<file path="config.mk">
export PLATFORM = sky130hd
export DESIGN_NAME = bitvec_frame_tx
export DESIGN_NICKNAME = d
export VERILOG_FILES = /design/src/rtl/bitvec_frame_pkg.sv /design/src/rtl/vec_settle_det.sv /design/src/rtl/bitvec_frame_tx.sv
export SDC_FILE = /design/constraint.sdc
export NUM_CORES = 1
export LEC_CHECK = 0
export CORE_ASPECT_RATIO = 0.8
export CORE_UTILIZATION = 54
export CTS_CLUSTER_SIZE = 20
export DETAILED_ROUTE_END_ITERATION = 8
export GPL_ROUTABILITY_DRIVEN = 0
export PLACE_DENSITY_LB_ADDON = 0.25
export SLEW_MARGIN = 20
export SYNTH_ARGS = -nofsm -noshare
export SYNTH_HDL_FRONTEND = slang
export SYNTH_SLANG_ARGS = --single-unit
</file>
<file path="constraint.sdc">
create_clock -name clk_48mhz -period 2.65 [get_ports clk_48mhz]
set_input_delay 0.3975 -clock clk_48mhz [delete_from_list [all_inputs] [get_ports clk_48mhz]]
set_output_delay 0.3975 -clock clk_48mhz [all_outputs]
set_load 0.005 [all_outputs]
</file>
<file path="src/rtl/bitvec_frame_pkg.sv">
// Shared types and byte codes for the bit-vector ASCII framer.
package bitvec_frame_pkg;

  typedef enum logic [1:0] {
    IDLE = 2'd0,
    BITS = 2'd1,
    TERM = 2'd2
  } state_t;

  localparam logic [7:0] CHAR_ZERO = 8'h30;
  localparam logic [7:0] CHAR_ONE  = 8'h31;
  localparam logic [7:0] CHAR_TERM = 8'h2A;

  function automatic logic [7:0] bit_char(input logic b);
    return b ? CHAR_ONE : CHAR_ZERO;
  endfunction

endpackage

</file>
<file path="src/rtl/vec_settle_det.sv">
// Registers the incoming vector and reports when it has held unchanged
// for SETTLE_CYCLES consecutive samples.
module vec_settle_det
  import bitvec_frame_pkg::*;
#(
  parameter int WIDTH         = 64,
  parameter int SETTLE_CYCLES = 4
) (
  input  logic             clk_48mhz,
  input  logic             reset,
  input  logic [WIDTH-1:0] vec_i,
  output logic [WIDTH-1:0] vec_q_o,
  output logic             settled_o
);

  localparam int CNT_W = $clog2(SETTLE_CYCLES + 1);
  localparam logic [CNT_W-1:0] CNT_MAX = CNT_W'(SETTLE_CYCLES);

  logic [WIDTH-1:0] vec_q;
  logic [CNT_W-1:0] stable_cnt_q;
  logic [CNT_W-1:0] stable_cnt_d;

  // Any difference from the previous sample restarts the count; otherwise saturate.
  always_comb begin
    stable_cnt_d = stable_cnt_q;
    if (vec_i != vec_q) begin
      stable_cnt_d = '0;
    end else if (stable_cnt_q != CNT_MAX) begin
      stable_cnt_d = stable_cnt_q + CNT_W'(1);
    end else begin
      stable_cnt_d = stable_cnt_q;
    end
  end

  always_ff @(posedge clk_48mhz) begin
    if (!reset) begin
      vec_q        <= '0;
      stable_cnt_q <= '0;
    end else begin
      vec_q        <= vec_i;
      stable_cnt_q <= stable_cnt_d;
    end
  end

  assign vec_q_o   = vec_q;
  assign settled_o = (stable_cnt_q == CNT_MAX);

endmodule

</file>
<file path="src/rtl/bitvec_frame_tx.sv">
// Streams a settled snapshot of vec_in as ASCII '0'/'1' bytes, LSB first,
// followed by '*', over a valid/ready byte interface.
module bitvec_frame_tx
  import bitvec_frame_pkg::*;
#(
  parameter int WIDTH         = 64,
  parameter int SETTLE_CYCLES = 4,
  parameter int ON_CHANGE     = 0
) (
  input  logic             clk_48mhz,
  input  logic             reset,
  input  logic [WIDTH-1:0] vec_in,
  output logic [7:0]       tx_data,
  output logic             tx_valid,
  input  logic             tx_ready,
  output logic             frame_busy,
  output logic [15:0]      frames_sent
);

  localparam int IDX_W = (WIDTH > 1) ? $clog2(WIDTH) : 1;
  localparam logic [IDX_W-1:0] IDX_LAST = IDX_W'(WIDTH - 1);

  state_t           state_q;
  logic [IDX_W-1:0] idx_q;
  logic [WIDTH-1:0] snap_q;
  logic [WIDTH-1:0] last_sent_q;
  logic [7:0]       tx_data_q;
  logic             tx_valid_q;
  logic [15:0]      frames_sent_q;

  logic [WIDTH-1:0] vec_q_s;
  logic             settled_s;
  logic             launch_s;
  logic             xfer_s;

  vec_settle_det #(
    .WIDTH        (WIDTH),
    .SETTLE_CYCLES(SETTLE_CYCLES)
  ) u_settle (
    .clk_48mhz(clk_48mhz),
    .reset    (reset),
    .vec_i    (vec_in),
    .vec_q_o  (vec_q_s),
    .settled_o(settled_s)
  );

  assign launch_s = settled_s && ((ON_CHANGE == 0) || (vec_q_s != last_sent_q));
  assign xfer_s   = tx_valid_q && tx_ready;

  // Outputs are loaded together with the state so the first byte appears on the launch edge.
  always_ff @(posedge clk_48mhz) begin
    if (!reset) begin
      state_q       <= IDLE;
      idx_q         <= '0;
      snap_q        <= '0;
      last_sent_q   <= '0;
      tx_data_q     <= 8'h00;
      tx_valid_q    <= 1'b0;
      frames_sent_q <= 16'd0;
    end else begin
      case (state_q)
        IDLE: begin
          if (launch_s) begin
            snap_q     <= vec_q_s;
            idx_q      <= '0;
            tx_data_q  <= bit_char(vec_q_s[0]);
            tx_valid_q <= 1'b1;
            state_q    <= BITS;
          end
        end
        BITS: begin
          if (xfer_s) begin
            if (idx_q == IDX_LAST) begin
              tx_data_q <= CHAR_TERM;
              state_q   <= TERM;
            end else begin
              idx_q     <= idx_q + IDX_W'(1);
              tx_data_q <= bit_char(snap_q[idx_q + IDX_W'(1)]);
            end
          end
        end
        TERM: begin
          if (xfer_s) begin
            last_sent_q   <= snap_q;
            frames_sent_q <= frames_sent_q + 16'd1;
            tx_valid_q    <= 1'b0;
            state_q       <= IDLE;
          end
        end
        default: begin
          tx_valid_q <= 1'b0;
          state_q    <= IDLE;
        end
      endcase
    end
  end

  assign tx_data     = tx_data_q;
  assign tx_valid    = tx_valid_q;
  assign frame_busy  = (state_q != IDLE);
  assign frames_sent = frames_sent_q;

endmodule
</file>
Word level (Yosys, flattened, before mapping)

Cells that the tools add are included.

Input bits: 67
Register bits: 164
Output and inout bits: 26
Word-level logic and storage cells: 56

Reduce and logical (&&, ||, !) cells: 11
Mux-type cells: 20
Magnitude comparators: 1
$add $sub $neg: 3
Bitwise logic cells: 2
Eq/ne operators: 11

Operator list:

| operator                                                              | count |
|---|---|
| 64-bit != test                                                        | 1 |
| 6-bit 2-to-1 mux                                                      | 3 |
| 16-bit by 1-bit adder with 16-bit output, second input constant       | 1 |
| 8-bit 2-to-1 mux                                                      | 2 |
| 8-bit one-hot mux with 2 select lines                                 | 1 |
| 6-bit one-hot mux with 2 select lines                                 | 1 |
| 2-bit != test, second input constant                                  | 5 |
| 2-bit 2-to-1 mux                                                      | 4 |
| 4-bit AND reduction                                                   | 2 |
| 6-bit by 7-bit < comparator with 1-bit output, second input constant  | 1 |
| 6-bit by 1-bit adder with 6-bit output, second input constant         | 1 |
| 1-bit binary-select mux with 6-bit select                             | 1 |
| 6-bit equality test, second input constant                            | 1 |
| 2-bit one-hot mux with 3 select lines                                 | 1 |
| 3-bit AND reduction                                                   | 2 |
| 1-bit 2-to-1 mux                                                      | 5 |
| 5-bit 2-to-1 mux                                                      | 1 |
| 2-bit AND reduction                                                   | 2 |
| 2-bit nonzero test                                                    | 2 |
| 3-bit by 1-bit adder with 3-bit output, second input constant         | 1 |
| 3-bit equality test, second input constant                            | 1 |
| 3-bit != test, second input constant                                  | 1 |
| 1-bit one-hot mux with 3 select lines                                 | 1 |
| 2-bit by 1-bit equality test with 1-bit output, second input constant | 1 |
| 5 further kinds                                                       | 6 |

Depth between registers and ports, before layout

Gate-level depths: netlist (run 1).

Depth after elaboration: 7
Gate-level depth with buffers: 8

By module

Synthesis (run 1) repeated with hierarchy kept, for this count alone.

Cell total of the unflattened synthesis: 734
Area, all modules: 6945.4 sq um

Modules (own cells, without submodules):

| module          | cells an instance | area each (sq um) | instances |
|---|---|---|---|
| bitvec_frame_tx | 477               | 4326.6            | 1 |
| vec_settle_det  | 257               | 2618.8            | 1 |

Least setup slack after synthesis (run 1)

OpenSTA, ideal clock, no wires.

Path type: reg-to-reg
Start: register idx_q[1]
End: register tx_data_q[0], in the netlist tx_data[0]
Required time: 2519 ps
Library setup time: 131 ps
Arrival time: 1953 ps
Path buffers: 2
Cell stages (with the launch flop): 8
Period minus slack after synthesis: 2084 ps
Path slack: 566 ps
Cell sequence: dfxtp_1 ha_1 buf_4 buf_6 mux4_2 mux2_2 o211ai_1 o311ai_1

Cells in the longest elaborated chain, start to end: 7
Elaborated cells between the ends (all ways): 8
Those cells by class: add/sub (1); eq/ne (1); mux (6)

Ends and longest elaborated chain:

| what                                      | RTL line               | source |
|---|---|---|
| start, declared                           | bitvec_frame_tx.sv:24  | `logic [IDX_W-1:0] idx_q;` |
| start signal, assigned                    | bitvec_frame_tx.sv:77  | `idx_q <= idx_q + IDX_W'(1);` |
| 6-bit by 1-bit adder with 6-bit output    | bitvec_frame_tx.sv:78  | `tx_data_q <= bit_char(snap_q[idx_q + IDX_W'(1)]);` |
| 1-bit binary-select mux with 6-bit select | bitvec_frame_tx.sv:78  |  |
| 1-bit 2-to-1 mux (implied by the code)    | bitvec_frame_tx.sv:78  |  |
| 1-bit 2-to-1 mux                          | bitvec_frame_pkg.sv:15 | `return b ? CHAR_ONE : CHAR_ZERO;` |
| 5-bit 2-to-1 mux (*)                      | bitvec_frame_tx.sv:73  | `if (idx_q == IDX_LAST) begin` |
| 8-bit 2-to-1 mux (*)                      | bitvec_frame_tx.sv:72  | `if (xfer_s) begin` |
| 8-bit one-hot mux with 2 select lines (*) | bitvec_frame_tx.sv:61  | `case (state_q)` |
| end signal, assigned                      | bitvec_frame_tx.sv:66  | `tx_data_q <= bit_char(vec_q_s[0]);` |
| end signal, assigned                      | bitvec_frame_tx.sv:78  |  |
| end, declared                             | bitvec_frame_tx.sv:27  | `logic [7:0] tx_data_q;` |

Mark *: on every way between the ends. The rest lies on a longest branch, timed or not. The select of a mux whose other input is x is not followed.
A chain may end at the register's enable or synchronous reset.

Worst setup path after layout (run 1)

Ends and elaborated chain as after synthesis.

==> results of run 1 <==
## sequential cells by signal (all words and copies together), names as in the netlist
register,count
tx_valid,1
tx_data,4
frames_sent,16
u_settle.vec_q_o,64
u_settle.stable_cnt_q,3
state_q,2
idx_q,6
snap_q,64
## worst max-delay path, stage by stage, from the launching register on
cell and delay [ns]:
dfxtp_1 0.36, ha_1 0.44, buf_12 0.21, mux4_2 0.51
mux2_2 0.28, a2bb2oi_1 0.13, o211ai_1 0.10, o311ai_1 0.11
## worst max path at each step
| stage | startpoint | end | cells past startpoint |
|---|---|---|---|
| 6_report | idx_q[1] | tx_data[0] | 7 |
| 3_3_place_gp | vec_in[15] | u_settle.stable_cnt_q[1] | 6 |
| 4_1_cts | idx_q[1] | tx_data[0] | 7 |
| 3_5_place_dp | vec_in[15] | u_settle.stable_cnt_q[1] | 6 |
| 2_1_floorplan | idx_q[1] | tx_data[0] | 7 |
| 5_1_grt | idx_q[1] | tx_data[0] | 7 |
## power by group
group | switching, mW | internal, mW
Combinational | 0.129 | 0.177
Sequential | 0.0395 | 2.46
Clock | 0.954 | 1.50
## per-layer routing
| metal | global-route usage [%] | share of wire (%) | vias up |
|---|---|---|---|
| li1 | - | - | 2608 |
| met1 | 35.5 | 47 | 2514 |
| met2 | 39.0 | 45 | 158 |
| met3 | 6.30 | 5.6 | 34 |
| met4 | 10.8 | 2.5 | 0 |
| met5 | 0 | 0 | - |
## cells in the mapped netlist, drive strengths merged, types with 13 or more instances
master | count | area (sq um)
a21boi | 74 | 556
and2 | 80 | 500
clkbuf | 30 | 114
dfxtp | 160 | 3200
inv | 13 | 48.8
mux4 | 16 | 368
nand2 | 143 | 537
nand3 | 13 | 70.1
nor4 | 13 | 87.6
xnor2 | 19 | 166
xor2 | 50 | 457
## logic make-up after synthesis
logic type | share of synthesized area (%)
xor+xnor | 8.92
other cells | 0.0537
fa+ha+maj | 0.716
mux | 7.07
buf+inv | 3.56
simple gates | 21.8
compound gates | 12.0
flops | 45.9
## layout make-up
type | instances | area [sq um] | share of cell area, %
inverters | 14 | 52.6 | 0.610
well taps | 171 | 214 | 2.49
clock inverters | 11 | 139 | 1.61
multi-input cells | 514 | 3550 | 41.2
clock buffers | 21 | 450 | 5.23
repair buffers | 99 | 1000 | 11.6
flip-flops and latches | 160 | 3200 | 37.2
==> impl_metrics.toml, run 1 <==
[floorplan]
rows = 36
initial_core_util_pct = 56.4
core-area_sq_um = 12400
die_x_um = 129
io_pins = 93
fp.dieH_um = 104
dieArea_sq_um = 13400

[yosys]
syn_inst = 728
synth_edf_count = 0
yosysSeqAreaShare_pct = 45.9
synth-async-reset-ratio_pct = 0
ys_types = 63
syn_area_per_cell_sq_um = 9.60
ys_seq_elements = 160
yosysWarnings = 0
syn-cell-area_sq_um = 6990
synth_flop_cell = "dfxtp_1"

[critical_path]
reg2reg_depth = 7
required_ns = 2.96
r2r_slack_ns = 0.39
cp-end-kind = "flip-flop"
crit_arrival_ns = 2.57
reg2reg_from = "idx_q[1]"
r2r_end = "tx_data[0]"
critPathKind = "flip-flop to flip-flop"
cp-start-kind = "flip-flop"
path_max_fanout = 14

[pwr]
ir_drop_mv = 0.503
power_per_cell_area_nw_per_um2 = 610
power.total_mw = 5.26
p_leak_nw = 3.20

[cells_and_area]
drive_gt1_share_pct = 8.67
fin_nets = 877
antennaDiodeCount = 0
final_area_sq_um = 8610
final-instance-count-excl-fill = 990
final_common_cell = "dfxtp_1"
postLayoutCoreUtil_pct = 69.5
final_cell_mix = "dfxtp_1, nand2_1, clkdlybuf4s50_1"
nFillCells = 909
syn_to_final_growth_pct = 23.2

[global_route]
grt_overflow = 0
grt_use_total_pct = 25.9
grt_pass1_vias = 5180
grt_pass1_wl_um = 26300
antenna_found_initial = 0
grt_max_degree = 72

[clock_tree]
cts_buffer_depth = 2
htree_levels = 4
cts-buffers-inserted = 17
hold_buffers = 0
post_cts_resized = 0
cts_tree = "done"
clk_latency_ns = 0.43
cts.sinks = 160
cts_setup_buffers = 0
cts_root_buffer = "clkbuf_16"
clk_transition_reported_paths_ns = 0.06

[sta]
fmax_mhz = 442
rsz0062_at_grt = "false"
setup_tns_ns = 0
hold_viol = 0
finalMaxSlewViolations = 0
fin_ws_ns = 0.387
maxSlewHeadroom_pct = 50.9
finClkSkew_ns = 0.00597
worst_pin_slew_ns = 0.730
finalSetupViolations = 0
holdWs_ns = 0.422
post-route-period-util_pct = 85.4
fin_crit_ns = 2.26

[detailed_routing]
wl_um = 16200
postRouteAntennaNets = 0
first_pass_iters = 5
viasPerCell = 5.37
drtIter0Drc = 456
drc_errors = 0
wl_per_cell_um = 16.3
vias = 5314

[worst_hold_path]
hold_start = "reset"
hold_path.class = "input port to flip-flop"
hold_path_depth = 2
hold_end = "snap_q[44]"

[placement]
numPortBuffers = 89
place_inst = 958
dp_hpwl_um = 11600
place_area_sq_um = 8020
dp_slack_ns = 0.222

[outcome]
outcome = "complete, no violations"

[flow_run]
cap_violations = 0
Note: power is estimated with default switching activity, not from simulation.
==> run 2: changes to the inputs <==
--- a/config.mk
+++ b/config.mk
@@ -5,6 +5,7 @@
 export SDC_FILE = /design/constraint.sdc
 export NUM_CORES = 1
 export LEC_CHECK = 0
+export ABC_AREA = 1
 export CORE_ASPECT_RATIO = 0.8
 export CORE_UTILIZATION = 54
 export CTS_CLUSTER_SIZE = 20
==> run 2 against run 1 <==
Effect of this change:
- non-clock buffer count fell by 2
- highest routed layer unchanged
- routed wire length rose by 8.5%
- critical path type unchanged
- utilization rose by 0.33 points
==> impl_metrics.toml, run 2 <==
[global_route]
grt_pass1_wl_um = 28500
grt_overflow = 0
grt_use_total_pct = 27.4
grt_max_degree = 71
grt_pass1_vias = 5827
antenna_found_initial = 0

[critical_path]
cp-end-kind = "flip-flop"
path_max_fanout = 21
cp-start-kind = "flip-flop"
crit_arrival_ns = 2.43
r2r_slack_ns = 0.53
critPathKind = "flip-flop to flip-flop"
required_ns = 2.97

[flow_run]
cap_violations = 0

[clock_tree]
post_cts_resized = 0
cts.sinks = 160
cts_buffer_depth = 2
htree_levels = 4
cts-buffers-inserted = 17
clk_latency_ns = 0.42
cts_tree = "done"
cts_root_buffer = "clkbuf_16"
cts_setup_buffers = 0
hold_buffers = 0
clk_transition_reported_paths_ns = 0.06

[yosys]
syn_area_per_cell_sq_um = 6.99
synth_edf_count = 0
yosysWarnings = 0
yosysSeqAreaShare_pct = 45.4
synthTopCellsByArea = "dfxtp_1, nand2_1, inv_1"
synth-async-reset-ratio_pct = 0
yosysTopAreaCellShare_pct = 45.4
synthMostInstantiatedCell = "nand2_1"
synth_common_cells = "nand2_1, inv_1, dfxtp_1"
synth.largest_area_cell = "dfxtp_1"
syn_inst = 1009
syn-cell-area_sq_um = 7050
synth_flop_cell = "dfxtp_1"
ys_seq_elements = 160
ys_types = 31

[placement]
place_inst = 1235
numPortBuffers = 89
dp_slack_ns = 0.416
dp_hpwl_um = 12000

[sta]
hold_viol = 0
setup_tns_ns = 0
rsz0062_at_grt = "false"
fmax_mhz = 473
maxSlewHeadroom_pct = 52.8
worst_pin_slew_ns = 0.707
finalSetupViolations = 0
finClkSkew_ns = 0.0103
finalMaxSlewViolations = 0
fin_ws_ns = 0.534
fin_crit_ns = 2.12
post-route-period-util_pct = 79.8

[detailed_routing]
wl_um = 17600
wl_per_cell_um = 13.9
drc_errors = 0
vias = 6382
postRouteAntennaNets = 0
first_pass_iters = 5
viasPerCell = 5.04
drtIter0Drc = 752

[floorplan]
fp.dieH_um = 104
rows = 36
die_x_um = 130
dieArea_sq_um = 13500
initial_core_util_pct = 56.7
io_pins = 93
core-area_sq_um = 12400

[cells_and_area]
final_common_cell = "nand2_1"
final-instance-count-excl-fill = 1267
syn_to_final_growth_pct = 23.1
fin_nets = 1154
antennaDiodeCount = 0
final_cell_mix = "nand2_1, inv_1, dfxtp_1"
drive_gt1_share_pct = 4.84

[outcome]
outcome = "complete, no violations"

[pwr]
p_leak_nw = 3.97
ir_drop_mv = 0.457
power.total_mw = 5.46
power_per_cell_area_nw_per_um2 = 629

[worst_hold_path]
hold_path.class = "input port to flip-flop"
run 2: final cells by class:
type | count | area [sq um]
multi-input combinational | 623 | 2980
sequential | 160 | 3200
timing repair buffer | 97 | 961
clock inverter | 14 | 204
inverter | 184 | 691
clock buffer | 18 | 429
tap | 171 | 214
fill | 1011 | 3750
run 2: report_power, final:
group / switching, mW / leakage [nW] / internal [mW]
Combinational: 0.180 / 2.36 / 0.168
Sequential: 0.0344 / 1.31 / 2.46
Clock: 1.03 / 0.304 / 1.60
Total: 1.24 / 3.97 / 4.22
run 2: metrics by stage:
stage          hold slack (ns)  util, %  instance area [sq um]
2_1_floorplan            0.424        -                   7060
3_3_place_gp             0.440     64.7                   8050
3_5_place_dp             0.447     64.7                   8050
4_1_cts                  0.323     69.8                   8680
5_1_grt                  0.328     69.8                   8680
6_report                 0.337     69.8                   8680
run 2: per-layer routing:
metal	vias up	global-route usage, %	part of all wire (%)
li1	3276	-	-
met3	24	7.10	9.3
met4	0	9.14	2.1
met5	-	0	0
met2	262	38.6	41
met1	2820	40.2	47
run 2: critical path: stages (launching register included):
cell and delay, ns:
dfxtp_1 0.34, ha_1 0.31, inv_1 0.53, nor2_1 0.10, o21ai_0 0.15, nand3_1 0.17, nand3_1 0.11, nand3_1 0.07
nand3_1 0.07, nand3_1 0.07, nand2_1 0.06, inv_1 0.04
run 2: cell families (layout without fill, tap and decap cells):
family	count (synthesis)	count (layout)	synth area share, %
and+or+nand+nor	392	392	23.2
buffers and inverters	228	313	12.6
AOI/OAI and AO/OA	195	195	14.3
DFF	160	160	45.4
xor gates and xnor gates	29	29	3.71
adders and majority gates	4	4	0.709
other	1	3	0.0532
run 2: worst paths after layout:
check,start,endpoint,cells past startpoint
setup / recovery,idx_q[0],tx_data[0],11
hold / removal,reset,u_settle.vec_q_o[23],3
setup reg to reg,idx_q[0],tx_data[0],11
hold reg to reg,snap_q[53],snap_q[53],2
==> run 3: changes to the inputs <==
==> constraint.sdc (replaced) <==
create_clock -name clk_48mhz -period 1.98 [get_ports clk_48mhz]
set_input_delay 0.297 -clock clk_48mhz [delete_from_list [all_inputs] [get_ports clk_48mhz]]
set_output_delay 0.297 -clock clk_48mhz [all_outputs]
set_load 0.005 [all_outputs]
==> run 3 against run 2 <==
Effect of this change:
- utilization is 1.1 points higher
- via count is 3.1% higher
- die area stayed put
- register-to-register slack worse by 0.41 ns
- sequential share of layout area is 0.54 points lower
- count of clock-buffer cells in the layout is 2 higher
- clock power is 36% higher
- combinational power is 35% higher
==> impl_metrics.toml, run 3 (same netlist as run 2, synthesis figures left out) <==
[outcome]
outcome = "complete, no violations"

[cells_and_area]
final_common_cell = "nand2_1"
multi_input_area_sq_um = 2980
drive_gt1_share_pct = 5.78
area.sequential_sq_um = 3200
final_cell_mix = "nand2_1, inv_1, dfxtp_1"
syn_to_final_growth_pct = 24.9
fin_nets = 1165
antennaDiodeCount = 0
postLayoutCoreUtil_pct = 70.9
nFillCells = 1049

[sta]
finalMaxSlewViolations = 0
rsz0062_at_grt = "false"
setup_tns_ns = 0
finClkSkew_ns = 0.0115
post-route-period-util_pct = 93.5
finalSetupViolations = 0
fin_crit_ns = 1.85
hold_viol = 0
fmax_mhz = 540

[critical_path]
reg2reg_depth = 9
crit_buf_inv = 1
max_stage_delay_ns = 0.42
critPathKind = "flip-flop to flip-flop"
cp-end-kind = "flip-flop"
cpMaxStageDelayCell = "xor2_2"
reg2reg_from = "idx_q[1]"
r2r_slack_ns = 0.13
path_common_cell = "nand3_1"
cp-start-kind = "flip-flop"
required_ns = 2.30
critPathLaunch = "idx_q[1]"
r2r_end = "tx_data[0]"
cp_cell_sequence = "ha_1, xor2_2, nand3_1, nand3_1, nand3_1, nand3_1, nand3_1, nand2_1, inv_1"
path_depth = 9
crit_arrival_ns = 2.17
path_max_fanout = 9
crit_family = "simple AND/OR/NAND/NOR gates"
endpoint = "tx_data[0]"

[detailed_routing]
wl_per_cell_um = 13.9
viasPerCell = 5.15
vias = 6578
wl_um = 17800
drc_errors = 0
first_pass_iters = 5
drtIter0Drc = 709
postRouteAntennaNets = 0

[floorplan]
die_x_um = 130
rows = 36
core-area_sq_um = 12400
initial_core_util_pct = 56.7
io_pins = 93
dieArea_sq_um = 13500
fp.dieH_um = 104

[pwr]
p_leak_nw = 4.04
intPower_mw = 5.76
pwr-share-seq_pct = 45.2
p_sw_mw = 1.61
power_per_cell_area_nw_per_um2 = 837
combPwrFrac_pct = 6.4
p_sw_share_pct = 21.9
ir_drop_mv = 0.824
p_clk_share_pct = 48.4

[clock_tree]
cts_root_buffer = "clkbuf_16"
cts_buffer_depth = 2
clk_transition_reported_paths_ns = 0.07
clk_latency_ns = 0.43
htree_levels = 4
cts_tree = "done"
cts-buffers-inserted = 17
cts.sinks = 160
cts_setup_buffers = 0

[global_route]
grt_pass1_vias = 5857
grt_use_total_pct = 27.6
grt_max_degree = 66
grt_pass1_wl_um = 29100
grt_overflow = 0
antenna_found_initial = 0

[placement]
numPortBuffers = 89
dp_hpwl_um = 12400

[worst_hold_path]
hold_path.class = "input port to flip-flop"

[flow_run]
cap_violations = 0
-- run 3: worst min-delay path by stage --
stage	start	to	slack [ns]	cells past startpoint
final	reset	snap_q[35]	0.15	3
after global placement	snap_q[7]	snap_q[7]	0.44	2
after detailed placement	snap_q[53]	snap_q[53]	0.44	2
after global routing	reset	snap_q[35]	0.15	3
after floorplan	vec_in[0]	u_settle.vec_q_o[0]	0.39	2
after CTS	reset	snap_q[35]	0.15	3
-- run 3: final cells by class --
| type | count | share of cell area (%) |
|---|---|---|
| flip-flops and latches | 160 | 36.4 |
| multi-input cells | 623 | 33.8 |
| clock buffers | 20 | 4.96 |
| inverters | 184 | 7.84 |
| clock inverters | 12 | 2.34 |
| well taps | 171 | 2.43 |
| repair buffers | 108 | 12.3 |
-- run 3: layer usage --
metal / vias up / global-route usage (%) / wire [um]
met5: - / 0 / 0
met4: 0 / 6.89 / 271
met3: 26 / 5.81 / 1470
met2: 279 / 39.8 / 7510
met1: 2972 / 41.4 / 8560
li1: 3301 / - / -
-- run 3: through the flow --
| step | hold slack [ns] | setup WS (ns) | total power, mW | area [sq um] | cells |
|---|---|---|---|---|---|
| after floorplan | 0.390 | 0.332 | 3.62 | 7060 | 1011 |
| after detailed placement | 0.444 | 0.0444 | 3.86 | 8170 | 1246 |
| after CTS | 0.145 | 0.0442 | 7.40 | 8810 | 1278 |
| after global routing | 0.154 | 0.0111 | 7.61 | 8810 | 1278 |
| after global placement | 0.436 | 0.0605 | 3.86 | 8170 | 1246 |
| final | 0.154 | 0.129 | 7.38 | 8810 | 1278 |
-- run 3: repair_timing --
action	in CTS	in global routing
setup endpoints to repair	0	5
hold buffers	0	0
resized for setup	0	2
-- run 3: worst min-delay path: cells and delay by family --
family,cells,cell delay [ns]
compound gates,2,0.10
buf+inv,1,0.13
-- run 3: power groups by stage --
stage / combinational, mW / clock, mW / sequential (mW)
finish: 0.469 / 3.57 / 3.33
global route: 0.520 / 3.76 / 3.34
CTS: 0.467 / 3.60 / 3.33
detailed placement: 0.462 / 0 / 3.40
global placement: 0.455 / 0 / 3.40
floorplan: 0.236 / 0 / 3.39
==> patch 1, RTL diff (flow settings as in run 2) <==
Re-encode `state_t` (3 states) as one-hot, 3 bits wide.
--- a/src/rtl/bitvec_frame_pkg.sv
+++ b/src/rtl/bitvec_frame_pkg.sv
@@ -2,8 +2,8 @@
 package bitvec_frame_pkg;
 
-  typedef enum logic [1:0] {
-    IDLE = 2'd0,
-    BITS = 2'd1,
-    TERM = 2'd2
+  typedef enum logic [2:0] {
+    IDLE = 3'b001,
+    BITS = 3'b010,
+    TERM = 3'b100
   } state_t;
 
Check against the original RTL: same outputs for any inputs over 10 cycles, from zero or initial values and one cycle with reset low; not proved beyond that.
==> patch 1 against run 2 <==
- clock skew down 0.0036 ns
- utilization down 1.9 points
- cell count about the same
- count of clock-buffer cells in the layout up 2
- total power down 3.3%
- sequential cell count up 1
- global-route usage up 0.38 points
- sequential share of layout area down 0.14 points
- synthesized area up 1.7%
- worst setup slack better by 0.11 ns
- cell area up 1.0%
- wire length up 2.5%
==> patch 1: results (changes against run 2) <==
Route
  • Length of the first detailed-routing pass in iterations: 6 (+1)
  • Routed wire length: 18000 um (+2.5%)
  • First-iteration detailed-routing DRC count: 647 (-14%)
  • Vias after detailed routing: 6586 (+3.2%)

Layout
  • Share of cells above drive strength 1: 0.0632 (+0.0149)
  • Layout fillers: 1071 (+5.9%)
  • Nets: 1149 (-0.43%)
  • Diodes inserted: 0 (unchanged)
  • Non-Clock Buffer Count: 98 (+1.0%)
  • Area overhead of the layout relative to synthesis: 22.3%
  • Layout clock buffers: 20 (+2)
  • Clock network share of area: 0.0675 (-0.00544)
  • Layout Cells excl Fill: 1266 (-0.079%)
  • Number of non-clock inverters in the layout: 198 (+7.6%)
  • Multi-input combinational cell area: 3010 sq um (+1.0%)
  • Register area: 3220 sq um (+0.63%)
  • Number of multi-input logic gates: 602 (-3.4%)
  • Count of sequential standard cells: 161 (+0.63%)
  • Non-clock buffer area fraction after layout: 0.112 (+0.00118)

Logic synthesis
  • Cell types occupying the most area after synthesis: sky130_fd_sc_hd__dfxtp_1, sky130_fd_sc_hd__nand2_1, sky130_fd_sc_hd__inv_1
  • Number of standard cells after synthesis: 1004 (-0.50%)
  • List of most frequent post-synthesis cells: sky130_fd_sc_hd__nand2_1, sky130_fd_sc_hd__inv_1, sky130_fd_sc_hd__dfxtp_1
  • Proportion of synthesized flip-flops having asynchronous set or reset: 0 (unchanged)
  • Register area share after synthesis: 0.449 (-0.00465)
  • Number of library cell types mapped by synthesis: 39 (+26%)

Global route
  • Total GRT Usage: 0.278 (+0.00377)
  • Grt peak-use layer: met1
  • GRT met2 Usage: 0.382 (-0.00446)
  • Met3 track demand over resource: 0.0609 (-0.0101)
  • Largest net degree at the start of global routing: 142 (+100%)
  • Via count of the first global-routing pass: 5813 (-0.24%)
  • Global-route wire length before repair: 29400 um (+3.0%)
  • GR Util met1: 0.435 (+0.0327)

Power and ir drop
  • IR Drop Worst-Case VDD: 0.000499 V (+9.1%)
  • Leakage Power: 4.02 nW (+1.2%)
  • Switching power as a share of total power: 0.237 (+0.0101)

STA
  • Worst slew margin relative to its limit: 0.646 (+0.118)
  • Final Skew: 0.00679 ns (-0.00356 ns)

Placement
  • Detailed Place HPWL: 12600 um (+4.5%)
  • Placement Setup Slack: 0.509 ns (+0.0928 ns)
  • Placed inst area: 8180 sq um (+1.6%)
  • Number of cells after detailed placement: 1234 (-0.081%)

Critical path
  • Cell family contributing the most delay on the critical path: buffers and inverters
  • Cell type of the slowest stage on the worst timing path: sky130_fd_sc_hd__clkdlybuf4s50_1
  • Critical path arrival: 1.61 ns (-0.82 ns)
  • Critical Path Max Stage Delay: 0.48 ns (-0.05 ns)
  • Biggest fanout along the worst timing path: 3 (-86%)

Floorplan
  • Tapcell count: 175 (+2.3%)

Worst hold path
  • Worst Hold Class: register to register

Run status
  • Run status: completed

Clock network
  • Master cell of the clock root buffer: sky130_fd_sc_hd__clkbuf_16
  • Number of gates given a new drive strength after cts: 0 (unchanged)
patch 1: changes by cell type in the layout (fill, tap and decap cells not counted), sizes merged, moves of 7 or more:
| cell | run 2 | this run |
|---|---|---|
| a21oi | 72 | 83 |
| nor2 | 104 | 70 |
| a211oi | 0 | 9 |
| nand2 | 210 | 200 |
| xor2 | 6 | 13 |
| xnor2 | 23 | 11 |
| o21ai | 105 | 92 |
| inv | 188 | 199 |
patch 1: power groups by stage:
stage               combinational [mW]  clock [mW]  sequential (mW)
CTS                              0.348        2.44             2.51
floorplan                        0.177           0             2.55
global placement                 0.340           0             2.56
global route                     0.387        2.56             2.51
finish                           0.350        2.42             2.51
detailed placement               0.344           0             2.56
patch 1: layer usage:
metal,wire [um],vias to the layer above
met3,1420,16
met4,197,0
met2,7520,224
li1,-,3304
met1,8860,3042
met5,0,-
patch 1: logic make-up after synthesis:
logic type / synth area share
AO/OA/AOI/OAI: 0.166
XOR/XNOR: 0.0293
adder cells (fa/ha/maj): 0.00698
buffers and inverters: 0.132
flip-flops: 0.449
other: 0.000523
AND/OR/NAND/NOR: 0.215
patch 1: final timing paths:
| check | start | endpoint | slack, ns | cells past startpoint |
|---|---|---|---|---|
| setup / recovery | state_q[0]$_SDFFE_PN1P_ | frame_busy | 0.64 | 4 |
| hold / removal | snap_q[11]$_SDFFE_PN0P_ | snap_q[11]$_SDFFE_PN0P_ | 0.46 | 2 |
| setup reg to reg | idx_q[0]$_SDFFE_PN0P_ | tx_data[0]$_SDFFE_PN0P_ | 0.72 | 10 |
| hold reg to reg | snap_q[11]$_SDFFE_PN0P_ | snap_q[11]$_SDFFE_PN0P_ | 0.46 | 2 |
==> patch 2, RTL diff (config.mk and constraints of run 2) <==
Without the edit above. `WIDTH` is set to 64 in 2 places; all go to 128.
--- a/src/rtl/vec_settle_det.sv
+++ b/src/rtl/vec_settle_det.sv
@@ -4,5 +4,5 @@
   import bitvec_frame_pkg::*;
 #(
-  parameter int WIDTH         = 64,
+  parameter int WIDTH         = 128,
   parameter int SETTLE_CYCLES = 4
 ) (
--- a/src/rtl/bitvec_frame_tx.sv
+++ b/src/rtl/bitvec_frame_tx.sv
@@ -4,5 +4,5 @@
   import bitvec_frame_pkg::*;
 #(
-  parameter int WIDTH         = 64,
+  parameter int WIDTH         = 128,
   parameter int SETTLE_CYCLES = 4,
   parameter int ON_CHANGE     = 0
Ports: changed (resized vec_in); port bits go from 93 to 157. No check against the original RTL was run, so the function may have changed too.
==> patch 2 against run 2 <==
- synthesized area up 79%
- first-iteration DRC count grew 84%
- sequential cell count rose by 129
- cell area rose by 76%
- total power rose by 68%
- worst setup slack lost 0.11 ns
- sequential power is 81% higher
- wire length up 100%
- critical path type unchanged
==> patch 2: results (changes against run 2) <==
STA
  • Tightest hold margin: 0.241 ns (-0.0956 ns)
  • Final Skew: 0.00953 ns (-0.000812 ns)

Power and ir drop
  • IR Drop Worst-Case VDD: 0.000451 V (-1.3%)

Critical path
  • Critical path arrival: 2.69 ns (+0.26 ns)
  • Cell type of the slowest stage on the worst timing path: sky130_fd_sc_hd__buf_4
  • Register-to-Register Setup Slack: 0.42 ns (-0.11 ns)
  • Biggest fanout along the worst timing path: 67 (+220%)

Layout
  • Share of cells above drive strength 1: 0.0594 (+0.0111)
  • Layout Cells excl Fill: 2224 (+76%)

Route
  • Met1 WL: 15500 um (+88%)
  • WL met3: 3540 um (+120%)
  • Routed wire length: 35700 um (+100%)
  • First-iteration detailed-routing DRC count: 1381 (+84%)
  • Met2 layer wire length in the routed design: 15500 um (+110%)
  • Vias after detailed routing: 11800 (+85%)

Global route
  • GR Util met1: 0.405 (+0.00332)
  • Total GRT Usage: 0.295 (+0.0211)
  • Global-route wire length before repair: 56800 um (+99%)
  • GRT met2 Usage: 0.453 (+0.0669)
  • Met3 track demand over resource: 0.0784 (+0.00741)
  • Largest net degree at the start of global routing: 122 (+72%)

Placement
  • Placement Setup Slack: 0.341 ns (-0.0756 ns)
  • Count of input and output buffers: 153 (+72%)

Worst hold path
  • End point of the worst hold path: u_settle.vec_q_o[103]$_SDFF_PN0_

Clock network
  • Maximum clock path buffer count: 3 (+1)
  • Number of CTS-inserted buffers: 28 (+11)

Logic synthesis
  • Cell types occupying the most area after synthesis: sky130_fd_sc_hd__dfxtp_1, sky130_fd_sc_hd__nand2_1, sky130_fd_sc_hd__inv_1
  • Register area share after synthesis: 0.457 (+0.00331)
  • Most instantiated flip-flop cell in the synthesis netlist: sky130_fd_sc_hd__dfxtp_1
  • Number of library cell types mapped by synthesis: 42 (+35%)
  • List of most frequent post-synthesis cells: sky130_fd_sc_hd__nand2_1, sky130_fd_sc_hd__inv_1, sky130_fd_sc_hd__dfxtp_1
  • Number of standard cells after synthesis: 1774 (+76%)

Run status
  • Run status: completed
patch 2: layout make-up:
class	instances	area [sq um]
flip-flops and latches	289	5790
multi-input cells	1096	5320
clock buffers	42	845
repair buffers	178	1760
inverters	304	1140
well taps	306	383
clock inverters	9	70.1
fillers	1935	7440
patch 2: power breakdown:
part	switching, mW	internal (mW)	leakage [nW]
combinational	0.399	0.333	4.15
clock	1.65	2.29	0.460
sequential	0.0514	4.45	2.36
total	2.10	7.07	6.97
patch 2: worst max-delay path: cells and delay by family (launching register included):
kind / cells / cell delay, ns
DFF: 1 / 0.38
AOI/OAI and AO/OA: 2 / 0.22
and+or+nand+nor: 8 / 0.89
buffers and inverters: 1 / 0.61
patch 2: kinds of logic after synthesis:
family,count (synthesis),share of synthesized area
AND/OR/NAND/NOR,666,0.223
buffers and inverters,391,0.123
AO/OA/AOI/OAI,386,0.166
flip-flops,289,0.457
XOR/XNOR,37,0.0268
adder cells (fa/ha/maj),4,0.00396
other,1,0.000296
